--- config.mk ---
export PLATFORM = sky130hd
export DESIGN_NAME = truth_table_sequencer
export DESIGN_NICKNAME = d
export VERILOG_FILES = /design/src/rtl/truth_table_sequencer.sv
export SDC_FILE = /design/constraint.sdc
export NUM_CORES = 1
export LEC_CHECK = 0
export BUFFER_PORTS_ARGS = -buffer_cell sky130_fd_sc_hd__clkbuf_2
export CORE_MARGIN = 2
export CORE_UTILIZATION = 35
export CTS_CLUSTER_SIZE = 20
export DETAILED_ROUTE_END_ITERATION = 8
export PLACE_DENSITY = 0.65
export SLEW_MARGIN = 5
export SYNTH_ARGS = -nofsm -noshare
export SYNTH_HDL_FRONTEND = slang
export SYNTH_SLANG_ARGS = --single-unit
--- constraint.sdc ---
create_clock -name clk -period 3.6 [get_ports clk]
set_input_delay 0 -clock clk [delete_from_list [all_inputs] [get_ports clk]]
set_output_delay 0 -clock clk [all_outputs]
set_load 0.05 [all_outputs]
--- src/rtl/truth_table_sequencer.sv ---
//==============================================================================
// Module      : truth_table_sequencer
// Description : Sweeps abc through 0..7 with a req/ack handshake and captures
//               the datapath result of each combination into an 8-bit table.
// Revision    : 1.0 - initial release
//==============================================================================
`default_nettype none

module truth_table_sequencer #(
    parameter int MAX_WAIT = 15
) (
    input  logic       clk,
    input  logic       rst,
    input  logic       start,
    output logic [2:0] abc,
    output logic       req,
    input  logic       ack,
    input  logic       f_in,
    output logic [7:0] table_out,
    output logic [3:0] ones,
    output logic       busy,
    output logic       done,
    output logic       err
);

    localparam logic [1:0] c_idle = 2'd0;
    localparam logic [1:0] c_req  = 2'd1;
    localparam logic [1:0] c_gap  = 2'd2;
    localparam logic [1:0] c_done = 2'd3;

    localparam logic [7:0] c_max_wait = 8'(MAX_WAIT);

    logic [1:0] state_q, state_d;
    logic [2:0] index_q, index_d;
    logic [7:0] wait_q,  wait_d;
    logic [7:0] table_q, table_d;
    logic [3:0] ones_q,  ones_d;
    logic       err_q,   err_d;
    logic [7:0] w_wait_inc;

    always_comb begin
        state_d    = state_q;
        index_d    = index_q;
        wait_d     = wait_q;
        table_d    = table_q;
        ones_d     = ones_q;
        err_d      = err_q;
        w_wait_inc = wait_q + 8'd1;

        case (state_q)
            c_idle: begin
                if (start) begin
                    state_d = c_req;
                    index_d = 3'd0;
                    wait_d  = 8'd0;
                    table_d = 8'd0;
                    ones_d  = 4'd0;
                    err_d   = 1'b0;
                end
            end
            c_req: begin
                if (ack) begin
                    table_d[index_q] = f_in;
                    ones_d           = ones_q + {3'd0, f_in};
                    // The last entry leaves directly so the index never wraps.
                    state_d          = (index_q == 3'd7) ? c_done : c_gap;
                end else begin
                    wait_d = w_wait_inc;
                    if (w_wait_inc == c_max_wait) begin
                        err_d   = 1'b1;
                        state_d = c_done;
                    end
                end
            end
            c_gap: begin
                index_d = index_q + 3'd1;
                wait_d  = 8'd0;
                state_d = c_req;
            end
            c_done: begin
                state_d = c_idle;
            end
            default: begin
                state_d = c_idle;
            end
        endcase
    end

    always_ff @(posedge clk or posedge rst) begin
        if (rst) begin
            state_q <= c_idle;
            index_q <= 3'd0;
            wait_q  <= 8'd0;
            table_q <= 8'd0;
            ones_q  <= 4'd0;
            err_q   <= 1'b0;
        end else begin
            state_q <= state_d;
            index_q <= index_d;
            wait_q  <= wait_d;
            table_q <= table_d;
            ones_q  <= ones_d;
            err_q   <= err_d;
        end
    end

    // Status outputs decode straight from state so reset clears them at once.
    assign abc       = index_q;
    assign req       = (state_q == c_req);
    assign busy      = (state_q != c_idle);
    assign done      = (state_q == c_done);
    assign table_out = table_q;
    assign ones      = ones_q;
    assign err       = err_q;

endmodule

`default_nettype wire

==> impl_metrics.json <==
{
  "status": "finished, final reports clean",
  "numPortBuffers": 23,
  "initial_utilization_pct": 35.9,
  "hold_viol_final": 0,
  "setup_tns_ns": 0,
  "rsz0062_at_grt": "false",
  "area_delta_synth_final_pct": 16.6,
  "placementRows": 23,
  "finalWirelength_mm": 2.92,
  "yosysSeqAreaShare_pct": 45.9,
  "crit_required_ns": 3.77,
  "cts_setup_buffers": 0,
  "synth_compound_area_share_pct": 19.3,
  "yosys_warnings": 0,
  "whs_endpoint": "ones[3]",
  "cp_max_fo": 6,
  "top_layer": "met4",
  "htreeDepth": 1,
  "drive_gt1_share_pct": 20.0,
  "arrival_ns": 2.09,
  "synth_ff_type": "dfrtp_1",
  "cts-root-buf": "clkbuf_8",
  "timing.rr.start": "wait_q[0]",
  "r2r_cells": 6,
  "slew-limit-headroom_pct": 32.5,
  "synth_simple_gate_area_share_pct": 20.0,
  "design.die.area_mm2": 0.00457,
  "ys_types": 39,
  "syn_inst": 148,
  "endpoint_kind": "register",
  "clk_pin_slew_ns": 0.09,
  "final_area_mm2": 0.00165,
  "cp_slowest_cell": "dfrtp_1",
  "cts_tree": "done",
  "numCtsBuffers": 3,
  "syn-num-nets": 159,
  "min_period_ns": 1.92,
  "finalMaxSlewViolations": 0,
  "drt.antenna.violating_nets": 0,
  "worstHoldStart": "start",
  "nets": 182,
  "synthesis.area_mm2": 0.00142,
  "drt-met1-wl_mm": 1.40,
  "clock.fmax_mhz": 520,
  "met2WireLength_mm": 1.35,
  "finalPower_mw": 1.18,
  "die_width_um": 67.6,
  "track_usage_pct": 14.8,
  "via_per_inst": 5.22,
  "cts-root-to-sink-buffers": 2,
  "leakagePower_nw": 0.782,
  "cts_resized": 0,
  "ir_drop_mv": 0.383,
  "wl_per_cell_um": 13.3,
  "pin_count": 24,
  "firstDrtPassIters": 4,
  "fillCellCount": 385,
  "r2r_setup_slack_ns": 1.68,
  "syn_area_per_cell_um2": 9.57,
  "clock_latency_ns": 0.27,
  "ctsHoldBuffers": 1,
  "first_global_vias": 1085,
  "grt_overflow": 0,
  "finalSetupViolCount": 0,
  "synth_edf_count": 0,
  "timing.final.crit_share_pct": 53.4,
  "path_class": "reg -> reg",
  "dr_wl_met3_um": 132,
  "first_iter_violations": 65,
  "core_area_mm2": 0.00394,
  "crit_path_start_kind": "register",
  "synth_top_family_by_area": "simple AND/OR/NAND/NOR gates",
  "max_stage_delay_ns": 0.42,
  "place_area_mm2": 0.00157,
  "clock_skew_ns": 0.00142,
  "gp_congestion": 0.750,
  "antennaDiodeCount": 0,
  "multi_input_area_um2": 723,
  "synthAdderAreaFrac_pct": 5.30,
  "seqCellArea_um2": 651,
  "hp-class": "in -> reg",
  "grt_max_degree": 27,
  "via_count": 1148,
  "dieHeight_um": 67.6,
  "tightest_slew_ns": 1.01,
  "post-dp-hpwl_mm": 2.12,
  "max-cap-violations": 0,
  "synth_mux_area_share_pct": 3.98,
  "hold-path-cell-count": 2,
  "worstPathCellList": "ha_1, and3_4, nand3_4, mux2_4, o2111a_1, o31a_1",
  "powerDensity_mw_per_mm2": 713,
  "yosys_register_bits": 26,
  "antenna_found_initial": 0,
  "grt_pass1_wl_mm": 5.08,
  "cts.sinks": 26,
  "synth-xor-area-share_pct": 2.47,
  "drc": 0,
  "regToRegEndpoint": "err",
  "postSynth.asyncResetShare_pct": 100
}
registers in the layout, summed over array words and instances (netlist names):
register / flops
abc: 3
state_q: 2
table_out: 8
err: 1
ones: 4
wait_q: 8
cell usage after synthesis, types with 2 or more instances:
library cell  count  area (um2)
a21oi_1           2        10.0
a22o_1            6        52.6
and3_1            2        12.5
clkbuf_1          5        18.8
dfrtp_1          26         651
ha_1              6        75.1
inv_1             5        18.8
mux2i_1           3        30.0
nand2_1          18        67.6
nand3_1           7        35.0
nand3b_1          3        22.5
nor2_1            9        33.8
nor2b_1           2        12.5
nor3_1            4        20.0
nor3b_1           2        15.0
o21a_1            2        15.0
o21ai_0          20         100
o31ai_1           2        15.0
xor2_1            4        35.0
through the flow:
step | setup slack, ns | utilization (%) | instances | hold WS [ns]
detailed placement | 1.68 | 39.8 | 215 | 0.286
global placement | 1.72 | 39.8 | 215 | 0.273
CTS | 1.68 | 41.9 | 220 | 0.0152
finish | 1.68 | 41.9 | 220 | 0.0198
floorplan | 1.74 | - | 148 | 0.0400
global route | 1.55 | 41.9 | 220 | 0.0362
layer usage:
| metal | global-route usage, % | up-vias |
|---|---|---|
| li1 | - | 578 |
| met1 | 19.9 | 543 |
| met2 | 23.7 | 22 |
| met3 | 3.00 | 5 |
| met4 | 5.36 | 0 |
| met5 | 0 | - |
cell families (layout without fill, tap and decap cells):
logic type	Yosys count	in the layout
AND/OR/NAND/NOR	54	54
AO/OA/AOI/OAI	42	42
multiplexers	5	5
buffers and inverters	11	33
XOR/XNOR	4	4
flip-flops	26	26
adder cells (fa/ha/maj)	6	6
final cells by class:
type,instances,area share (%)
clock buffers,3,2.50
flip-flops and latches,26,39.4
clock inverters,1,1.82
multi-input cells,111,43.8
well taps,50,3.79
repair buffers,24,7.58
inverters,5,1.14
where the power goes:
| part | switching, mW | internal (mW) | total, mW |
|---|---|---|---|
| Combinational | 0.362 | 0.139 | 0.502 |
| Clock | 0.0965 | 0.149 | 0.245 |
| Sequential | 0.0823 | 0.348 | 0.431 |
| Total | 0.541 | 0.637 | 1.18 |
critical path: cells and delay by family (launching register included):
family,cells,cell delay (ns)
muxes,1,0.31
adders and majority gates,1,0.25
DFF,1,0.42
AOI/OAI and AO/OA,2,0.49
and+or+nand+nor,2,0.35
how the worst max path moves through the flow:
stage / start / depth (start not counted) / end
6_report: wait_q[0] / 6 / err
5_1_grt: wait_q[0] / 6 / err
4_1_cts: wait_q[0] / 6 / err
3_5_place_dp: wait_q[0] / 6 / err
3_3_place_gp: wait_q[0] / 6 / err
2_1_floorplan: state_q[0] / 5 / table_out[1]
cell usage in the layout (no fill, tap or decap), types with 2 or more instances in the layout:
cell type | Yosys | routed
a21oi_1 | 2 | 2
a22o_1 | 6 | 6
and3_1 | 2 | 2
clkbuf_2 | 0 | 23
clkbuf_8 | 0 | 3
dfrtp_1 | 26 | 26
ha_1 | 6 | 6
inv_1 | 5 | 5
mux2i_1 | 3 | 3
nand2_1 | 18 | 18
nand3_1 | 7 | 7
nand3b_1 | 3 | 3
nor2_1 | 9 | 9
nor2b_1 | 2 | 2
nor3_1 | 4 | 4
nor3b_1 | 2 | 2
o21a_1 | 2 | 2
o21ai_0 | 20 | 20
o31ai_1 | 2 | 2
xor2_1 | 4 | 4
Power figures use the tool's default switching activity.
